## src/rtl/gb_pkg.sv

```systemverilog
// gb_pkg: shared constants, state encoding and source-address mapping for the OAM DMA engine.
package gb_pkg;
  localparam logic [15:0] DMA_REG_ADDR = 16'hFF46;
  localparam logic [15:0] OAM_BASE = 16'hFE00;
  localparam int OAM_BYTES = 160;
  localparam logic [15:0] ECHO_OFFSET = 16'h2000;
  typedef enum logic [1:0] {IDLE, DELAY, XFER} dma_state_e;
  // Pages 0xE0 and above mirror work RAM 0x2000 lower.
  function automatic logic [15:0] src_addr(input logic [7:0] hi, input logic [7:0] idx);
    return {hi, idx} - (hi >= 8'hE0 ? ECHO_OFFSET : 16'h0000);
  endfunction
endpackage

```

## src/rtl/oam_dma_engine.sv

```systemverilog
// oam_dma_engine: FF46-triggered 160-byte copy from a source page into OAM via the arbiter DMA port.
module oam_dma_engine
  import gb_pkg::*;
#(
  parameter int CYCLES_PER_BYTE = 4,
  parameter int START_DELAY = 4
) (
  input  logic        clk,
  input  logic        rst_n,
  input  logic [15:0] A_cpu,
  input  logic [7:0]  Di_cpu,
  input  logic        wr_cpu,
  input  logic        rd_cpu,
  output logic [7:0]  Do_cpu,
  output logic [15:0] A_bus,
  output logic        rd_bus,
  input  logic [7:0]  Di_bus,
  output logic [15:0] A_dma,
  output logic [7:0]  Do_dma,
  output logic        wr_dma,
  output logic        rd_dma,
  input  logic [7:0]  Di_dma,
  output logic        dmaTransfert
);
  // The phase counter doubles as the start-delay counter, so it must cover the longer of the two.
  localparam int PW = $clog2(CYCLES_PER_BYTE) > $clog2(START_DELAY) ? $clog2(CYCLES_PER_BYTE) : $clog2(START_DELAY);
  localparam logic [PW-1:0] PH_LAST = PW'(CYCLES_PER_BYTE - 1);
  localparam logic [PW-1:0] DL_LAST = PW'(START_DELAY - 1);
  localparam logic [7:0] IDX_LAST = 8'(OAM_BYTES - 1);
  dma_state_e state_q, state_d;
  logic [7:0] src_q, src_d, idx_q, idx_d, data_q, data_d;
  logic [PW-1:0] ph_q, ph_d;
  logic start, xfer, slot_end, last, unused_di_dma;
  assign start = wr_cpu && A_cpu == DMA_REG_ADDR;
  assign xfer = state_q == XFER;
  assign slot_end = xfer && ph_q == PH_LAST;
  assign last = slot_end && idx_q == IDX_LAST;
  always_ff @(posedge clk or negedge rst_n) begin
    if (!rst_n) begin
      state_q <= IDLE;
      src_q <= 8'h00;
      idx_q <= 8'h00;
      ph_q <= '0;
      data_q <= 8'h00;
    end else begin
      state_q <= state_d;
      src_q <= src_d;
      idx_q <= idx_d;
      ph_q <= ph_d;
      data_q <= data_d;
    end
  end
  // A register write always wins, aborting any slot in flight before its write phase.
  always_comb begin
    state_d = state_q;
    src_d = src_q;
    idx_d = idx_q;
    ph_d = ph_q;
    data_d = data_q;
    if (start) begin
      state_d = DELAY;
      src_d = Di_cpu;
      idx_d = 8'h00;
      ph_d = '0;
    end else if (state_q == DELAY) begin
      state_d = ph_q == DL_LAST ? XFER : DELAY;
      ph_d = ph_q == DL_LAST ? '0 : ph_q + 1'b1;
    end else if (xfer) begin
      state_d = last ? IDLE : XFER;
      ph_d = slot_end ? '0 : ph_q + 1'b1;
      idx_d = slot_end ? idx_q + 8'd1 : idx_q;
      data_d = ph_q == PW'(1) ? Di_bus : data_q;
    end
  end
  assign rd_bus = xfer && ph_q <= PW'(1);
  assign A_bus = rd_bus ? src_addr(src_q, idx_q) : 16'h0000;
  assign wr_dma = slot_end;
  assign A_dma = slot_end ? OAM_BASE + {8'h00, idx_q} : 16'h0000;
  assign Do_dma = slot_end ? data_q : 8'h00;
  assign rd_dma = 1'b0;
  assign dmaTransfert = state_q != IDLE;
  assign Do_cpu = (rd_cpu && A_cpu == DMA_REG_ADDR) ? src_q : 8'h00;
  assign unused_di_dma = ^Di_dma;
endmodule
```

## config.mk

```make
export PLATFORM = sky130hd
export DESIGN_NAME = oam_dma_engine
export DESIGN_NICKNAME = d
export VERILOG_FILES = /design/src/rtl/gb_pkg.sv /design/src/rtl/oam_dma_engine.sv
export SDC_FILE = /design/constraint.sdc
export NUM_CORES = 1
export LEC_CHECK = 0
export ABC_AREA = 1
export BUFFER_PORTS_ARGS = -buffer_cell sky130_fd_sc_hd__buf_2
export CAP_MARGIN = 25
export CORE_MARGIN = 5
export CORE_UTILIZATION = 46
export DETAILED_ROUTE_END_ITERATION = 10
export PLACE_DENSITY = 0.89
export SLEW_MARGIN = 30
export SYNTH_ARGS = -nofsm -noshare
export SYNTH_HDL_FRONTEND = slang
export SYNTH_SLANG_ARGS = --single-unit
```

## constraint.sdc

```tcl
create_clock -name clk -period 1.6 [get_ports clk]
set_input_delay 0.16 -clock clk [delete_from_list [all_inputs] [get_ports clk]]
set_output_delay 0.16 -clock clk [all_outputs]
set_load 0.01 [all_outputs]
```

Word-level counts from Yosys, hierarchy flattened
Cells that the tools add are included.
{ "word_totals": {"register_bits": 28, "latch_bits": 0, "ram_bits": 0, "rom_bits": 0, "in_bits": 44, "output_inout_bits": 52, "word_cells": 50, "mem_count": 0} }
{ "classes": {"addsub": 4, "n_mul": 0, "div_mod_pow": 0, "magnitude_cmp": 2, "n_eq_ne": 7, "n_shift": 0, "muxes": 19, "bitwise_logic": 2, "n_reduce_logical": 11} }
{ "op_table": {"columns": ["operator", "count"], "rows": [
  ["$mux W8", 6],
  ["$mux W16", 2],
  ["$mux W2", 10],
  ["$eq A16 B16 Y1 const B", 1],
  ["$sub A16 B14 Y16", 1],
  ["$mux W14", 1],
  ["$add A10 B9 Y11 const A", 1],
  ["$add A8 B1 Y8 const B", 1],
  ["$eq A8 B8 Y1 const B", 1],
  ["$ge A8 B8 Y1 const B", 1],
  ["$reduce_bool A2 Y1", 3],
  ["$logic_and A1 B1 Y1", 5],
  ["$eq A2 B1 Y1 const B", 2],
  ["$eq A2 B2 Y1 const B", 2],
  ["$reduce_and A4 Y1", 1],
  ["$reduce_and A3 Y1", 1],
  ["$reduce_bool A3 Y1", 1],
  ["$add A2 B1 Y2 const B", 1],
  ["$le A2 B1 Y1 const B", 1],
  ["$ne A2 B2 Y1 const B", 1],
  ["$not A1 Y1", 2]
]} }

Longest topological paths before layout
Gate-level depths: netlist of the first run.
{ "depth": {"depth_word": 7, "ltp_mapped": 10, "ltp_nobuf": 9} }

Least setup slack after synthesis of the first run
Ideal clock, no wire load.
{ "synth_path": {"path_type": "register to output", "from": "register ph_q[1]", "to": "output port A_bus[10]", "arrival_ns": 1.266, "required_ns": 1.440, "setup_slack_ns": 0.174, "stages_incl_launch_ff": 8, "path_buffers": 1, "path_cell_list": "dfrtp_1 -> inv_1 -> ha_1 -> inv_1 -> a21oi_4 -> inv_2 -> buf_6 -> nor2_1"} }
{ "synth_between": {"elab_chain_len": 3} }
{ "synth_lines": {"columns": ["item", "line", "source"], "rows": [
  ["from (decl)", "oam_dma_engine.sv:32", "logic [PW-1:0] ph_q, ph_d;"],
  ["from (signal assigned)", "oam_dma_engine.sv:49", "ph_q <= ph_d;"],
  ["$le A2 B1 Y1", "oam_dma_engine.sv:75", "assign rd_bus = xfer && ph_q <= PW'(1);"],
  ["$logic_and A1 B1 Y1", "oam_dma_engine.sv:75", null],
  ["net rd_bus", "oam_dma_engine.sv:16", "output logic rd_bus,"],
  ["$mux W16", "oam_dma_engine.sv:76", "assign A_bus = rd_bus ? src_addr(src_q, idx_q) : 16'h0000;"],
  ["to (decl)", "oam_dma_engine.sv:15", "output logic [15:0] A_bus,"]
]} }
The timed path passes the listed nets, and every way through them passes these cells.

Final worst setup path of the first run
{ "layout_path": {"from": "register ph_q[1]", "to": "output port A_bus[14]"} }
{ "layout_between": {"elab_chain_len": 3} }
{ "layout_lines": {"columns": ["item", "line"], "rows": [
  ["$le A2 B1 Y1", "oam_dma_engine.sv:75"],
  ["$logic_and A1 B1 Y1", "oam_dma_engine.sv:75"],
  ["$mux W16", "oam_dma_engine.sv:76"]
]} }
Every way passes these cells.

==> summary.md, run 1 <==
| Metric | Value |
|---|---|
| CTS max path bufs | 2 |
| Max VDD drop | 0.4170 mV |
| Drc violations | 0 |
| Unrepaired setup endpoints after global routing | true |
| GR Util met3 | 3.108% |
| Flops & latches, synth | 28 |
| Leakage | 1.457 nW |
| Synthesized cell area | 1896 µm² |
| Filler cells | 359 |
| Clock Skew | 0.001267 ns |
| HPWL Detailed | 3569 µm |
| Period utilization | 107.6% |
| Pwr/cell area | 730.3 nW/µm² |
| Met1 usage in global routing | 22.80% |
| Final hold violation count | 0 |
| RePlAce Congestion | 0.7780 |
| Final #Nets | 414 |
| Fin area | 2497 µm² |
| DP Worst Slack | 0.07300 ns |
| Syn. warnings | 0 |
| Antenna cells | 0 |
| Drt pass-1 iters | 4 |
| Final wirelength | 4943 µm |
| Die width | 74.20 µm |
| Total CTS buffers | 3 |
| Chip Height | 74.20 µm |
| Endpoints failing setup | 32 |
| Initial detailed-routing violation count | 94 |
| Detail-routed via count per cell | 4.617 |
| First-pass GRT wire length | 8093 µm |
| Placed Area | 2292 µm² |
| Gr busiest metal | met2 |
| CP max FO | 8 |
| Run status | finished, violations left |
| Layout cells sized above 1 | 41.05% |
| Startpoint types | flop |
| MaxCap Viol Count | 0 |
| Clock Root Buffer | clkbuf_8 |
| DP Cell Count | 399 |
| Full die area | 5505 µm² |
| Worst-path clk slew | 0.09 ns |
| FP Rows | 23 |
| Initial core utilization | 47.39% |
| Min-delay worst type | input port to flop |
| P&R area growth vs syn | 31.75% |
| Setup ws final | -0.1214 ns |
| IO Port Bufs | 85 |
| CTS tree | yes |
| Netlist cell types | 27 |
| WP data arrival | 1.56 ns |
| Clock sink total | 28 |
| Clock latency on the worst-skew pair | 0.27 ns |
| Largest net degree at the start of global routing | 29 |
| Global Route met2 Usage | 34.55% |
| Syn_area_per_cell | 6.918 µm² |
| Setup_tns | -2.570 ns |
| Pins over their slew limit | 0 |
| Initial antenna violation count | 0 |
| WS Path Type | flop to output port |
| Relative slew margins | 57.57% |
| Post-Syn Instances | 274 |
| Worst Tran Pin Value | 0.6364 ns |
| Final Non-Filler Cells | 413 |
| Core region area | 4000 µm² |
| GRT Total Usage | 18.75% |
| CTS H-Tree Depth | 1 |
| Post-route ant nets | 0 |
| Fin crit period | 1.721 ns |
| Kind of capture point of the worst setup path | output port |
| Total gr overflow | 0 |
| Data required time of the critical path | 1.44 ns |
| Fmax | 580.9 MHz |
| Vias | 1,907 |
| Vias in the first global route | 1,824 |
| Boundary Pins | 96 |
| WL/cell | 11.97 µm |
| Violated checks | setup timing |
| Final hold slack | 0.08029 ns |
| Seq/Total Area, Yosys | 36.96% |
state kept, by name, indices dropped and copies added (netlist names):
name	count
data_q	8
state_q	2
idx_q	8
ph_q	2
src_q	8
placed cells by master, fill, tap and decap left out:
cell,synthesis,routed
nand2_1,61,61
clkbuf_8,0,3
buf_4,10,9
dfrtp_1,28,27
buf_6,1,2
o21ai_0,2,2
nor2_1,58,53
dlygate4sd3_1,0,1
nand2_2,16,16
inv_4,0,3
inv_6,0,1
inv_2,4,6
clkinv_2,1,1
xor2_1,2,2
nand3_2,1,1
nor3_1,3,2
xnor2_2,0,1
ha_1,5,1
buf_2,0,84
nor2_2,2,7
o21ai_1,2,2
o211ai_1,1,1
a21oi_4,1,1
ha_2,0,2
or2_2,1,1
inv_1,44,39
conb_1,1,2
dfrtp_2,0,1
nand2_4,2,3
nor3_2,0,1
a21oi_1,5,5
nor2_4,4,4
ha_4,0,2
nand3_1,16,16
per-layer routing:
layer / share of wire [%] / up-vias
met3: 7.1 / 6
li1: - / 979
met1: 40 / 863
met2: 52 / 59
met4: 1.1 / 0
met5: 0 / -
area by class of cell:
type / instances / area, µm² / share of cell area, %
Timing Repair inverter: 1 / 6.256 / 0.2505
Clock buffer: 3 / 41.29 / 1.653
Multi-Input combinational cell: 186 / 969.7 / 38.83
Sequential cell: 28 / 701.9 / 28.11
Tap cell: 50 / 62.56 / 2.505
Timing Repair Buffer: 96 / 520.5 / 20.84
Inverter: 49 / 195.2 / 7.816
power by group:
| group | internal, W | total, W | switching [W] |
|---|---|---|---|
| clock network | 0.000169 | 0.000382 | 0.000212 |
| logic | 0.000197 | 0.000528 | 0.000331 |
| registers | 0.000827 | 0.000914 | 0.0000873 |
cell families after synthesis:
logic type	count (synthesis)	share of synthesized area (%)
and+or+nand+nor	164	38.94
buffers and inverters	62	15.58
DFF	28	36.96
AOI/OAI and AO/OA	11	3.631
adders and majority gates	5	3.300
xor gates and xnor gates	3	1.386
other	1	0.1978
per-stage QoR:
| step | power [W] | utilization (%) |
|---|---|---|
| 2_1_floorplan | 0.001231 | - |
| 3_3_place_gp | 0.001357 | 57.30 |
| 3_5_place_dp | 0.001390 | 57.30 |
| 4_1_cts | 0.001817 | 62.18 |
| 5_1_grt | 0.001941 | 62.43 |
| 6_report | 0.001824 | 62.43 |
synthesized netlist by cell type:
master    number  area share [%]
nand2_1       61              12
nand2_4        2             1.2
or2_2          1            0.33
buf_4         10             4.0
inv_1         44             8.7
o21ai_1        2            0.53
nand2_2       16             5.3
xor2_1         2            0.92
buf_12         1             1.1
nor3_1         3            0.79
clkinv_2       1            0.26
nand3_1       16             4.2
dfrtp_1       28              37
ha_1           5             3.3
nand3_2        1            0.53
inv_2          4            0.79
nor2_2         2            0.66
a21oi_1        5             1.3
nor2_4         4             2.4
buf_6          1            0.59
buf_1          1            0.20
a21oi_4        1            0.86
nor2_1        58              11
o21ai_0        2            0.53
xnor2_1        1            0.46
conb_1         1            0.20
o211ai_1       1            0.40
worst max-delay path: stages, from the launching register on:
cell and delay, ns:
dfrtp_1 0.42, inv_2 0.09, ha_4 0.13, inv_4 0.04
a21oi_4 0.26, inv_6 0.10, nor2_1 0.11, buf_2 0.14
what timing repair did:
| item | in CTS | in global routing |
|---|---|---|
| pin swaps | 11 | 2 |
| buffers inserted | 8 | 0 |
| hold endpoints to repair | 28 | 0 |
| gates resized for setup | 24 | 4 |
| cloned | 2 | 0 |
| endpoints found under the setup margin | 39 | 40 |
| hold buffers | 1 | 0 |
final timing paths:
kind                                  startpoint               endpoint  slack, ns  depth (start not counted)
max                          ph_q[1]$_DFFE_PN0P_              A_bus[14]      -0.12                          7
min                                    Di_cpu[0]   src_q[0]$_DFFE_PN0N_       0.08                          3
max reg2reg                  ph_q[1]$_DFFE_PN0P_   idx_q[3]$_DFFE_PN0P_       0.12                          7
min reg2reg                data_q[1]$_DFFE_PN0P_  data_q[1]$_DFFE_PN0P_       0.48                          2
max in group asynchronous                  rst_n    ph_q[0]$_DFFE_PN0P_       0.72                          2
min in group asynchronous                  rst_n   idx_q[0]$_DFFE_PN0P_       0.43                          2
(Power assumes the default switching activity.)
==> run 2: changes to the inputs <==
==> constraint.sdc (replaced) <==
create_clock -name clk -period 1.9 [get_ports clk]
set_input_delay 0.19 -clock clk [delete_from_list [all_inputs] [get_ports clk]]
set_output_delay 0.19 -clock clk [all_outputs]
set_load 0.01 [all_outputs]
==> run 2 against run 1 <==
The run now ends clean. Core utilization shrank 3.0 points. First-iteration DRC count shrank 13%. Routed wire length down 9.4%. Register-to-register slack improved by 0.27 ns. Sequential share of layout area grew 1.4 points. Total power is 11% lower. Sequential cell count stayed put. Sequential power shrank 16%. Die area did not move. Clock power is 22% higher. Global-route usage shrank 1.7 points. Design area shrank 4.9%. Largest cell class unchanged.
==> summary.md, run 2 (synthesized netlist as in run 1, its figures left out) <==
| Metric | Value |
|---|---|
| Startpoint types | flop |
| Layout cells sized above 1 | 34.75% |
| WL/cell | 11.09 µm |
| Most common cell after layout, fill and taps aside | buf_2 |
| WS Path Type | flop to output port |
| Worst Tran Pin Value | 0.6213 ns |
| Drt pass-1 iters | 4 |
| Max VDD drop | 0.2963 mV |
| Leakage | 1.434 nW |
| Detail-routed via count per cell | 4.606 |
| Final hold violation count | 0 |
| Metal1 wirelength | 1813 µm |
| Final #Nets | 404 |
| CP max stage cell | dfrtp_1 |
| Worst Hold Depth | 3 |
| CP max stage delay | 0.41 ns |
| First-pass GRT wire length | 7576 µm |
| Full die area | 5505 µm² |
| Final Non-Filler Cells | 404 |
| Die width | 74.20 µm |
| Top routing layer in use | met4 |
| Launch point of the worst hold path | Di_cpu[7] |
| Pins over their slew limit | 0 |
| Data required time of the critical path | 1.71 ns |
| Initial core utilization | 47.39% |
| Worst-path clk slew | 0.09 ns |
| CP max FO | 16 |
| Clock Root Buffer | clkbuf_8 |
| Total power | 0.001631 W |
| Antenna cells | 0 |
| Vias in the first global route | 1,803 |
| Relative slew margins | 58.58% |
| Flop2flop setup slack | 0.39 ns |
| Period utilization | 92.24% |
| Initial antenna violation count | 0 |
| FP Rows | 23 |
| Total CTS buffers | 3 |
| Fmax | 570.6 MHz |
| Pwr/cell area | 686.6 nW/µm² |
| Initial detailed-routing violation count | 82 |
| CTS max path bufs | 2 |
| Drc violations | 0 |
| Metal3 WL | 371 µm |
| WP data arrival | 1.56 ns |
| Placed Area | 2277 µm² |
| Fin crit period | 1.753 ns |
| Crit-path cells | inv_1 > ha_1 > inv_1 > a21oi_4 > inv_4 > nor2_1 > buf_2 |
| Kind of capture point of the worst setup path | output port |
| Post-route ant nets | 0 |
| GRT Total Usage | 17.08% |
| Run status | finished clean |
| Core region area | 4000 µm² |
| DP Cell Count | 397 |
| RePlAce Congestion | 0.7809 |
| Endpoints failing setup | 0 |
| WL met2 | 2246 µm |
| CTS tree | yes |
| Fin area | 2376 µm² |
| Filler cells | 364 |
| Chip Height | 74.20 µm |
| MaxCap Viol Count | 0 |
| R2R depth | 6 |
| Top flop regs | data_q: 8 flops, idx_q: 8 flops, src_q: 8 flops |
| Largest net degree at the start of global routing | 29 |
| Clock Skew | 0.003174 ns |
| Commonest non-fill, non-tap cells in the layout | buf_2, nand2_1, nor2_1, inv_1, dfrtp_1 |
| R2R Path End | state_q[1]$_DFFE_PN0P_ |
| Reg-to-Reg Start | ph_q[0]$_DFFE_PN0P_ |
| Final wirelength | 4480 µm |
| Vias | 1,861 |
| Clock latency on the worst-skew pair | 0.27 ns |
| Boundary Pins | 96 |
| HPWL Detailed | 3470 µm |
| Clock sink total | 28 |
| Total gr overflow | 0 |
| Min-delay worst type | input port to flop |
| P&R area growth vs syn | 25.35% |
| Setup_tns | 0 ns |
| IO Port Bufs | 85 |
| Hold Path End | src_q[7]$_DFFE_PN0N_ |
| CTS H-Tree Depth | 1 |
| Most frequent CP cell | inv_1 |
[run 2: cell count changes in the layout (fill, tap and decap cells not counted), sizes merged]
| cell | previous run | this run |
|---|---|---|
| bufinv | 0 | 1 |
| nand2 | 80 | 79 |
| buf | 95 | 87 |
| inv | 49 | 48 |
[run 2: stage by stage]
step	hold WS, ns	util [%]	worst slack (ns)
6_report	0.1093	59.40	0.1474
5_1_grt	0.1073	59.40	-0.0003644
4_1_cts	0.1041	58.96	0.03123
3_5_place_dp	0.2439	56.93	0.3440
3_3_place_gp	0.2370	56.93	0.3804
2_1_floorplan	-0.1056	-	0.4435
[run 2: worst max path at each step]
stage	end	slack, ns	cells past startpoint	start
2_1_floorplan	A_bus[10]	0.44	7	ph_q[1]$_DFFE_PN0P_
3_3_place_gp	A_bus[7]	0.38	7	ph_q[1]$_DFFE_PN0P_
3_5_place_dp	A_bus[5]	0.34	7	ph_q[1]$_DFFE_PN0P_
4_1_cts	A_bus[5]	0.03	7	ph_q[1]$_DFFE_PN0P_
5_1_grt	A_bus[5]	-0.0004	7	ph_q[1]$_DFFE_PN0P_
6_report	A_bus[7]	0.15	7	ph_q[1]$_DFFE_PN0P_
[run 2: power by group]
| group | total [W] | internal (W) | switching (W) |
|---|---|---|---|
| clock network | 0.000465 | 0.000282 | 0.000183 |
| registers | 0.000765 | 0.000696 | 0.0000684 |
| logic | 0.000402 | 0.000147 | 0.000254 |
[run 2: area by class of cell]
class | instances | area, µm² | area share, %
timing repair buffer | 88 | 450.4 | 18.96
sequential | 28 | 700.7 | 29.49
clock buffer | 3 | 41.29 | 1.738
inverter | 49 | 187.7 | 7.899
tap | 50 | 62.56 | 2.633
clock inverter | 1 | 30.03 | 1.264
multi-input combinational | 185 | 903.4 | 38.02
[run 2: layer usage]
layer / track usage, % / vias to the layer above
li1: - / 961
met1: 21.08 / 828
met2: 30.22 / 66
met3: 3.108 / 6
met4: 5.231 / 0
met5: 0 / -
[run 2: worst max-delay path, delay by kind of cell (launching register included)]
kind	cells	cell delay [ns]
compound gates	1	0.19
fa+ha+maj	1	0.14
buf+inv	4	0.42
flops	1	0.41
simple gates	1	0.11
[run 2: repair_timing]
item,in CTS,in global routing
resized for setup,0,2
buffers inserted,0,2
hold endpoints to repair,28,0
endpoints found under the setup margin,0,16
hold buffers,1,0
==> run 3: changes to the inputs <==
==> constraint.sdc (replaced) <==
create_clock -name clk -period 1.85 [get_ports clk]
set_input_delay 0.185 -clock clk [delete_from_list [all_inputs] [get_ports clk]]
set_output_delay 0.185 -clock clk [all_outputs]
set_load 0.01 [all_outputs]
==> run 3 against run 2 <==
Total power fell by 3.2%. Non-clock buffer count unchanged. Sequential power grew 3.4%. Global-route usage increased by 0.64 points. Die area unchanged. Combinational power up 4%. Core utilization increased by 0.50 points. Design area increased by 0.84%. Via count grew 1.9%. Sequential share of layout area fell by 0.25 points. Critical endpoint is now A_bus[15].
==> summary.md, run 3 (synthesized netlist as in run 1, its figures left out) <==
| Metric | Value |
|---|---|
| Largest net degree at the start of global routing | 29 |
| Internal Power | 0.001059 W |
| FP Rows | 23 |
| Final wirelength | 4656 µm |
| Filler cells | 363 |
| Vias in the first global route | 1,781 |
| Leakage | 1.444 nW |
| HPWL Detailed | 3645 µm |
| Total power | 0.001579 W |
| MaxCap Viol Count | 0 |
| Layout cells sized above 1 | 36.44% |
| Worst setup startpoint | src_q[7]$_DFFE_PN0N_ |
| Logic gate share of total power | 26.4% |
| Endpoints failing setup | 0 |
| Worst-path clk slew | 0.09 ns |
| Fmax | 570.1 MHz |
| Kind of capture point of the worst setup path | output port |
| WL/cell | 11.52 µm |
| Pwr/cell area | 659.2 nW/µm² |
| Top flop regs | data_q: 8 flops, idx_q: 8 flops, src_q: 8 flops |
| Clock share of power | 23.5% |
| Drc violations | 0 |
| DP Worst Slack | 0.3118 ns |
| Worst Hold Depth | 3 |
| GRT Total Usage | 17.72% |
| Max VDD drop | 0.3318 mV |
| Data required time of the critical path | 1.66 ns |
| Flop2flop setup slack | 0.39 ns |
| RePlAce Congestion | 0.7853 |
| Initial antenna violation count | 0 |
| Startpoint types | flop |
| Die width | 74.20 µm |
| Fin crit period | 1.754 ns |
| Hold Path End | src_q[5]$_DFFE_PN0N_ |
| Min-delay worst type | input port to flop |
| First-pass GRT wire length | 7714 µm |
| WP data arrival | 1.57 ns |
| Sequential Power Share | 50.1% |
| Unrepaired setup endpoints after global routing | true |
| Relative slew margins | 58.21% |
| CP max FO | 3 |
| Commonest non-fill, non-tap cells in the layout | buf_2, nand2_1, nor2_1, inv_1, dfrtp_1 |
| CTS tree | yes |
| CTS H-Tree Depth | 1 |
| Switch share | 32.96% |
| Initial core utilization | 47.39% |
| Drt pass-1 iters | 4 |
| Full die area | 5505 µm² |
| Reg-to-Reg Start | ph_q[0]$_DFFE_PN0P_ |
| Chip Height | 74.20 µm |
| R2R Path End | state_q[1]$_DFFE_PN0P_ |
| P&R area growth vs syn | 26.40% |
| Launch point of the worst hold path | Di_cpu[5] |
| Clock Root Buffer | clkbuf_8 |
| Core Util, Final | 59.90% |
| Boundary Pins | 96 |
| Total CTS buffers | 3 |
| Detail-routed via count per cell | 4.693 |
| R2R depth | 6 |
| Run status | finished clean |
| Total gr overflow | 0 |
| Final #Nets | 404 |
| CTS max path bufs | 2 |
| Most common cell after layout, fill and taps aside | buf_2 |
| Placed Area | 2277 µm² |
| Final hold violation count | 0 |
| Clock latency on the worst-skew pair | 0.27 ns |
| Initial detailed-routing violation count | 95 |
| Post-route ant nets | 0 |
| Core region area | 4000 µm² |
| Switching power | 0.0005206 W |
| WS Path Type | flop to output port |
| Antenna cells | 0 |
| Period utilization | 94.81% |
| IO Port Bufs | 85 |
| Vias | 1,896 |
| Clock sink total | 28 |
| Clock Skew | 0.003652 ns |
| Fin area | 2396 µm² |
| Pins over their slew limit | 0 |
| Worst Tran Pin Value | 0.6268 ns |
| Setup ws final | 0.09602 ns |
## run 3: changes by cell type in the layout (fill, tap and decap cells not counted)
cell       before  now
inv_2           3    4
nor3_4          0    1
ha_2            0    1
ha_4            0    1
inv_4           1    2
ha_1            5    3
xnor2_2         0    1
nor3_1          3    2
bufinv_16       1    0
clkbuf_8        3    4
inv_1          44   42
xnor2_1         1    0
## run 3: how the worst max path moves through the flow
stage,endpoint,slack [ns],cells past startpoint
2_1_floorplan,A_bus[10],0.40,7
3_3_place_gp,A_bus[7],0.33,7
3_5_place_dp,A_bus[7],0.31,7
4_1_cts,A_bus[7],0.001,7
5_1_grt,A_bus[7],-0.009,7
6_report,A_bus[15],0.1,7
## run 3: final cells by class
| class | count | area, µm² | share of cell area (%) |
|---|---|---|---|
| clock buffers | 4 | 55.05 | 2.298 |
| multi-input cells | 185 | 937.1 | 39.11 |
| well taps | 50 | 62.56 | 2.611 |
| flip-flops and latches | 28 | 700.7 | 29.24 |
| inverters | 49 | 190.2 | 7.937 |
| repair buffers | 88 | 450.4 | 18.80 |
## run 3: metrics by stage
| stage | std cells | TNS [ns] | hold slack (ns) |
|---|---|---|---|
| after floorplan | 275 | 0 | -0.1106 |
| after global placement | 397 | 0 | 0.2312 |
| after detailed placement | 397 | 0 | 0.2407 |
| after CTS | 402 | 0 | 0.09853 |
| after global routing | 404 | -0.009025 | 0.09487 |
| final | 404 | 0 | 0.1011 |
## run 3: power groups by stage
stage	sequential (W)	combinational, W	clock, W
6_report	0.000791	0.000417	0.000371
5_1_grt	0.000809	0.000494	0.000402
4_1_cts	0.000791	0.000408	0.000384
3_5_place_dp	0.000804	0.000404	0
3_3_place_gp	0.000794	0.000380	0
2_1_floorplan	0.000783	0.000282	0
## run 3: critical path: stages, from the launching register on
cell,delay (ns)
dfrtp_1,0.40
inv_2,0.07
nor3_4,0.19
ha_2,0.21
ha_4,0.13
xnor2_2,0.10
nor2_1,0.06
buf_2,0.13
## run 3: timing repair
item | CTS | global route
hold buffers | 1 | 0
endpoints found under the setup margin | 0 | 24
hold endpoints to repair | 28 | 0
resized for setup | 0 | 11
setup buffers | 0 | 2
## run 3: metal layers
layer  wire [µm]  up-vias  track usage [%]
met4          23        0            4.628
met5           0        -                0
met3         351        4            2.703
met2        2491       68            33.07
li1            -      959                -
met1        1790      865            21.05
